--- config.mk ---
export PLATFORM = sky130hd
export DESIGN_NAME = player_texture_loader
export DESIGN_NICKNAME = d
export VERILOG_FILES = /design/src/rtl/player_texture_loader.sv
export SDC_FILE = /design/constraint.sdc
export NUM_CORES = 1
export LEC_CHECK = 0
export ABC_CLOCK_PERIOD_IN_PS = 3800
export BUFFER_PORTS_ARGS = -buffer_cell sky130_fd_sc_hd__buf_4
export CAP_MARGIN = 10
export CORE_ASPECT_RATIO = 1.75
export CORE_MARGIN = 2
export CORE_UTILIZATION = 47
export DETAILED_ROUTE_END_ITERATION = 6
export PLACE_DENSITY = 0.76
export RECOVER_POWER = 50
export SLEW_MARGIN = 20
export SYNTH_ARGS = -nofsm -noshare
export SYNTH_HDL_FRONTEND = slang
export SYNTH_SLANG_ARGS = --single-unit
--- constraint.sdc ---
create_clock -name iCLK -period 3.8 [get_ports iCLK]
set_input_delay 0.76 -clock iCLK [delete_from_list [all_inputs] [get_ports iCLK]]
set_output_delay 0.76 -clock iCLK [all_outputs]
set_load 0.1 [all_outputs]
--- src/rtl/player_texture_loader.sv ---
// Texture loader for the player sprite: buffers packed pixel-pair words in a small FIFO
// and replays them as single-pixel writes into the sprite RAM, only during vertical blank.
module player_texture_loader #(
    parameter int pColorDepth   = 16,
    parameter int pRamDepth     = 2048,
    parameter int pRamAdrsWidth = 11,
    parameter int pFifoDepth    = 4
) (
    input  logic                       iCLK,
    input  logic                       iRST,
    input  logic                       iStart,
    input  logic [pRamAdrsWidth:0]     iLoadLen,
    input  logic [2*pColorDepth-1:0]   iWd,
    input  logic                       iWdVd,
    output logic                       oWdRdy,
    input  logic                       iVblank,
    output logic [pColorDepth-1:0]     oPlayerPixelWd,
    output logic                       oPlayerPixelWe,
    output logic                       oPDRst,
    output logic                       oBusy,
    output logic                       oDone,
    output logic                       oErr
);

    localparam int AW  = pRamAdrsWidth;
    localparam int CD  = pColorDepth;
    localparam int FAW = $clog2(pFifoDepth);

    localparam logic [AW:0]  RAM_DEPTH = (AW+1)'(pRamDepth);
    localparam logic [AW:0]  CNT_ONE   = (AW+1)'(1);
    localparam logic [FAW:0] PTR_ONE   = (FAW+1)'(1);

    // IDLE: wait for start | CLR: reset draw address, flush | LOAD: stream pixels | DONE: completion pulse
    typedef enum logic [1:0] {
        ST_IDLE = 2'd0,
        ST_CLR  = 2'd1,
        ST_LOAD = 2'd2,
        ST_DONE = 2'd3
    } state_t;

    state_t           state_q, state_d;
    logic [AW:0]      len_q, len_d;
    logic [AW:0]      need_q, need_d;
    logic [AW:0]      acc_q, acc_d;
    logic [AW:0]      pix_q, pix_d;
    logic             half_q, half_d;
    logic [FAW:0]     wr_ptr_q, wr_ptr_d;
    logic [FAW:0]     rd_ptr_q, rd_ptr_d;
    logic             err_q, err_d;
    logic             we_q, we_d;
    logic [CD-1:0]    wd_q, wd_d;

    logic [2*CD-1:0]  mem_q [pFifoDepth];
    logic [2*CD-1:0]  rd_word;

    logic             fifo_full;
    logic             fifo_empty;
    logic             wd_rdy;
    logic             push;
    logic             emit;
    logic             last_pix;
    logic             pop;
    logic             start_bad;

    assign fifo_empty = (wr_ptr_q == rd_ptr_q);
    assign fifo_full  = (wr_ptr_q[FAW] != rd_ptr_q[FAW]) &&
                        (wr_ptr_q[FAW-1:0] == rd_ptr_q[FAW-1:0]);
    assign rd_word    = mem_q[rd_ptr_q[FAW-1:0]];

    // Ready comes from registered state only, so it can never combinationally loop on iWdVd.
    assign wd_rdy   = (state_q == ST_LOAD) && !fifo_full && (acc_q < need_q);
    assign push     = iWdVd && wd_rdy;
    assign emit     = (state_q == ST_LOAD) && !fifo_empty && iVblank && (pix_q < len_q);
    assign last_pix = ((pix_q + CNT_ONE) == len_q);
    assign pop      = emit && (half_q || last_pix);

    assign start_bad = (iLoadLen == '0) || (iLoadLen > RAM_DEPTH);

    always_comb begin
        state_d  = state_q;
        len_d    = len_q;
        need_d   = need_q;
        acc_d    = acc_q;
        pix_d    = pix_q;
        half_d   = half_q;
        wr_ptr_d = wr_ptr_q;
        rd_ptr_d = rd_ptr_q;
        err_d    = err_q;
        we_d     = 1'b0;
        wd_d     = wd_q;

        case (state_q)
            ST_IDLE: begin
                if (iStart) begin
                    if (start_bad) begin
                        err_d = 1'b1;
                    end else begin
                        len_d   = iLoadLen;
                        err_d   = 1'b0;
                        state_d = ST_CLR;
                    end
                end
            end
            ST_CLR: begin
                wr_ptr_d = '0;
                rd_ptr_d = '0;
                acc_d    = '0;
                pix_d    = '0;
                half_d   = 1'b0;
                need_d   = {1'b0, len_q[AW:1]} + {{AW{1'b0}}, len_q[0]};
                state_d  = ST_LOAD;
            end
            ST_LOAD: begin
                if (push) begin
                    wr_ptr_d = wr_ptr_q + PTR_ONE;
                    acc_d    = acc_q + CNT_ONE;
                end
                if (emit) begin
                    we_d  = 1'b1;
                    wd_d  = half_q ? rd_word[2*CD-1:CD] : rd_word[CD-1:0];
                    pix_d = pix_q + CNT_ONE;
                    if (pop) begin
                        rd_ptr_d = rd_ptr_q + PTR_ONE;
                        half_d   = 1'b0;
                    end else begin
                        half_d   = 1'b1;
                    end
                end
                // Done is entered one cycle after the final write so it trails the last strobe.
                if (pix_q == len_q) begin
                    state_d = ST_DONE;
                end
            end
            ST_DONE: begin
                state_d = ST_IDLE;
            end
            default: begin
                state_d = ST_IDLE;
            end
        endcase
    end

    always_ff @(posedge iCLK or posedge iRST) begin
        if (iRST) begin
            state_q  <= ST_IDLE;
            len_q    <= '0;
            need_q   <= '0;
            acc_q    <= '0;
            pix_q    <= '0;
            half_q   <= 1'b0;
            wr_ptr_q <= '0;
            rd_ptr_q <= '0;
            err_q    <= 1'b0;
            we_q     <= 1'b0;
            wd_q     <= '0;
        end else begin
            state_q  <= state_d;
            len_q    <= len_d;
            need_q   <= need_d;
            acc_q    <= acc_d;
            pix_q    <= pix_d;
            half_q   <= half_d;
            wr_ptr_q <= wr_ptr_d;
            rd_ptr_q <= rd_ptr_d;
            err_q    <= err_d;
            we_q     <= we_d;
            wd_q     <= wd_d;
        end
    end

    always_ff @(posedge iCLK) begin
        if (push) begin
            mem_q[wr_ptr_q[FAW-1:0]] <= iWd;
        end
    end

    assign oWdRdy         = wd_rdy;
    assign oPlayerPixelWe = we_q;
    assign oPlayerPixelWd = wd_q;
    assign oPDRst         = (state_q == ST_CLR);
    assign oBusy          = (state_q != ST_IDLE);
    assign oDone          = (state_q == ST_DONE);
    assign oErr           = err_q;

endmodule

After elaboration in Yosys (flattened, before gate mapping). Memories as Yosys holds them, arrays and structs flattened. Cells that the tools add are included.

Bits in registers: 75. Memory bits (writable): 128. Logic and storage cells: 80. Memories: 1.

Memory list: mem_q (words 4, width 32, rd ports 1, clocked after Yosys merged registers in 0, wr ports 1, RTL line 53) `logic [2*CD-1:0] mem_q [pFifoDepth];`.

Add/sub/neg operators: 5. $lt $le $gt $ge: 3. Equal/unequal tests: 14. Muxes and demuxes: 22. Bitwise gates (word level): 1. Reductions and logical operators: 23.

Operators by type and width (number): $pmux W12 S2 (2); $add A12 B1 Y12 const B (2); $eq A12 B12 Y1 (2); $lt A12 B12 Y1 (2); $mux W12 (2); $mux W16 (1); $add A11 B1 Y12 (1); $gt A12 B12 Y1 const B (1); $logic_not A12 Y1 (1); $pmux W3 S2 (2); $ne A2 B2 Y1 const B (5); $mux W3 (3); $reduce_and A3 Y1 (3); $logic_and A1 B1 Y1 (8); $pmux W2 S4 (1); $reduce_and A2 Y1 (4); $mux W1 (7); $add A3 B1 Y3 const B (2); $mux W2 (3); $eq A2 B2 Y1 const B (2); $reduce_bool A2 Y1 (2); $eq A3 B3 Y1 (1); $eq A2 B1 Y1 const B (1); $eq A2 B2 Y1 (1); other kinds (7) (9).

Depth between registers and ports, before layout.
Depth after elaboration: 9. Depth in mapped cells: 11. Depth with buffers taken out: 10.

Worst setup path after synthesis. No wires, ideal clock.

Path kind: register to output. Start point: register acc_q[5]. End point: output oWdRdy. Data arrival time: 2.726 ns. Required time: 3.040 ns. Slack: 0.314 ns. Cell stages (with the launch flop): 7. Path buffers: 0. Cells stage by stage: dfrtp_1 > ha_1 > a21o_1 > a21o_1 > a21oi_1 > o21ai_1 > a21oi_1.

Cells in the longest elaborated chain, start to end: 2.

Ends and longest elaborated chain: start: declaration (RTL line 44) `logic [AW:0] acc_q, acc_d;`; start signal: assignment (RTL line 148) `acc_q <= '0;`; start signal: assignment (RTL line 160) `acc_q <= acc_d;`; $lt A12 B12 Y1 (RTL line 71) `assign wd_rdy = (state_q == ST_LOAD) && !fifo_full && (acc_q < need_q);`; $logic_and A1 B1 Y1 (RTL line 71); end: declaration (RTL line 15) `output logic oWdRdy,`.

Every way passes these cells.

Final worst setup path.
Start point: register state_q[1]. End point: output oPDRst.

Cells in the longest elaborated chain, start to end: 1.

Ends and longest elaborated chain: start: declaration (RTL line 41) `state_t state_q, state_d;`; start signal: assignment (RTL line 157) `state_q <= state_d;`; $eq A2 B1 Y1 (RTL line 180) `assign oPDRst = (state_q == ST_CLR);`; end: declaration (RTL line 19) `output logic oPDRst,`.

Every way passes these cells.

==> flow_summary.json <==
{
  "outcome": "finished, violations left",
  "violations": "capacitance limit, slew limit",
  "layout_setup_ws_ps": 589.4,
  "worstPathCellList": "inv_1 > ha_1 > clkbuf_1 > buf_4",
  "clock_sinks": 203,
  "holdCritPathClass": "input pin to flip-flop",
  "yosys-top-cells-area": "edfxtp_1 42%, dfrtp_1 20%, mux4_2 7.8%",
  "cts_buffers": 20,
  "core_mm2": 0.01920,
  "yosysSeqAreaShare_pct": 62.00,
  "synth_top_area_cell": "edfxtp_1",
  "ys_warn_count": 0,
  "peakVddDrop_mv": 0.4246,
  "r2r_cells": 10,
  "fin_tns_setup_ps": 0,
  "min_to": "len_q[6]",
  "ios": 71,
  "cellLeakagePower_nw": 4.077,
  "ant_nets": 0,
  "synth_ff_type": "edfxtp_1",
  "fillCellCount": 1629,
  "wl_um": 19130,
  "cts-resized-gates": 0,
  "place_congestion": 0.8817,
  "end_kind": "output pin",
  "synthCells": 697,
  "async_reset_ff_share_pct": 36.95,
  "max_cap_violations": 1,
  "synth_common_cells": "128 x edfxtp_1, 88 x nand2_1, 75 x dfrtp_1",
  "cpPeakStageDelay_ps": 780,
  "cts_tree": "yes",
  "drc": 0,
  "cp.buffers_inverters": 3,
  "max_freq_mhz": 311.5,
  "grt_antenna_before_repair": 0,
  "min_path_cells": 3,
  "worst-slew-pin-transition_ps": 2611,
  "setup-violations-final": 0,
  "critPathArrivalTime_ps": 2450,
  "yosysTopAreaCellShare_pct": 41.66,
  "ys_types": 51,
  "period_share_pct": 84.49,
  "antenna_cells": 0,
  "rr_endpoint": "rd_ptr_q[0]",
  "postCtsSetupBuffers": 0,
  "grt_overflow": 0,
  "cts_buffer_depth": 3,
  "dr.pass1.iters": 5,
  "row_count": 67,
  "power.density_mw_per_mm2": 734.4,
  "die_w_um": 109.9,
  "dp_hpwl_um": 12910,
  "syn_nets": 784,
  "netlist_area_mm2": 0.009226,
  "timing.reg2reg.setup_slack_ps": 720,
  "worstHoldStart": "iLoadLen[6]",
  "initial_core_util_pct": 48.06,
  "hold_violations": 0,
  "synth_most_common_cell": "edfxtp_1",
  "ys_ff_latch": 203,
  "die_h_um": 189.3,
  "clockRootBuffer": "clkbuf_16",
  "portBuffers": 70,
  "critPathLaunchType": "flip-flop",
  "area_growth_pct": 14.29,
  "wl_per_cell_um": 18.64,
  "drt_iter0_drc": 306,
  "grt_usage_pct": 19.04,
  "routed_via_density": 5.640,
  "period_minus_slack_ps": 3211,
  "finClkSkew_ps": 16.37,
  "synth_edf_count": 128,
  "cpMaxStageDelayCell": "clkbuf_1",
  "cp_top_family": "buffers and inverters",
  "rsz0062_at_grt": "false",
  "grt_pass1_vias": 5943,
  "relSlewSlack_pct": -75.06,
  "crit_required_ps": 3040,
  "grt_pass1_wl_um": 30590,
  "path_clk_slew_ps": 70,
  "layout.nets": 858,
  "vias": 5787,
  "worstSetupPathType": "flip-flop to output pin",
  "r2r-start": "state_q[0]",
  "place_ws_ps": 755.3,
  "die-area_mm2": 0.02081,
  "grt_max_degree": 57,
  "ctsHoldBuffers": 0,
  "avgSynthCellArea_um2": 13.24,
  "slew_viol_final": 57,
  "path_max_fanout": 25,
  "htree_levels": 1,
  "clk_latency_ps": 490,
  "drive_above_1_share_pct": 16.56
}
[layer usage]
| layer | GRT usage, % | vias up | wire length, um |
|---|---|---|---|
| met5 | 0 | - | 0 |
| met4 | 8.763 | 0 | 777 |
| met3 | 2.203 | 54 | 941 |
| met2 | 33.81 | 171 | 10270 |
| met1 | 22.55 | 2849 | 7131 |
| li1 | - | 2713 | - |
[through the flow]
stage | hold slack [ps] | instances | instance area, um^2 | utilization (%) | total power [W]
final | 486.8 | 1026 | 10550 | 54.93 | 0.007744
after detailed placement | 507.6 | 990 | 10020 | 52.19 | 0.005870
after floorplan | 469.5 | 697 | 9226 | - | 0.005112
after CTS | 456.4 | 1026 | 10670 | 55.60 | 0.007836
after global routing | 496.6 | 1026 | 10550 | 54.93 | 0.008132
after global placement | 483.8 | 990 | 10020 | 52.19 | 0.005815
[layout by cell type, fill, tap and decap left out, types with 12 or more instances in the layout]
cell type and count:
a21oi_1 24, a31oi_1 19, buf_4 47, clkbuf_1 36
clkbuf_16 21, dfrtp_1 74, edfxtp_1 128, ha_1 38
inv_1 34, mux2i_1 12, mux4_2 32, nand2_1 88
nand3_1 13, nand4_1 15, nor2_1 46, o21ai_0 32
xnor2_1 24
[state kept, by name, indices dropped and copies added (netlist names), 2 cells and up]
name and flops:
mem_q 128, oPlayerPixelWd 16, acc_q 12, len_q 12, need_q 12, pix_q 12
rd_ptr_q 3, wr_ptr_q 3, state_q 2
[power by group]
| group | leakage, nW | switching (W) | internal [W] |
|---|---|---|---|
| logic | 1.66 | 0.00189 | 0.000820 |
| clock network | 0.328 | 0.000837 | 0.00111 |
| registers | 2.09 | 0.000337 | 0.00275 |
| total | 4.08 | 0.00306 | 0.00468 |
[worst max path at each step]
stage | from | end | slack [ps] | cells past startpoint
6_report | state_q[1] | oPDRst | 590 | 4
5_1_grt | iRST | len_q[7] | 390 | 3
4_1_cts | acc_q[5] | oWdRdy | 650 | 7
3_5_place_dp | state_q[0] | rd_ptr_q[0] | 760 | 10
3_3_place_gp | state_q[0] | rd_ptr_q[0] | 870 | 10
2_1_floorplan | acc_q[5] | oWdRdy | 310 | 6
[worst min-delay path, stage by stage]
cell     delay [ps]
buf_4            80
nand2_1          30
o21ai_0          60
[final cells by class]
cell class              instances  area (um^2)  share of cell area (%)
clock buffers                  24        546.8                   5.185
clock inverters                12        106.4                   1.009
inverters                      36        136.4                   1.293
multi-input cells             428         3244                   30.77
flip-flops and latches        203         5722                   54.26
well taps                     241        301.5                   2.860
repair buffers                 82        488.0                   4.627
[cell families after synthesis]
| family | share of synthesized area [%] |
|---|---|
| buf+inv | 2.902 |
| compound gates | 7.323 |
| xor+xnor | 3.038 |
| mux | 9.479 |
| flops | 62.00 |
| fa+ha+maj | 5.153 |
| simple gates | 10.10 |
Note: power is estimated with default switching activity, not from simulation.
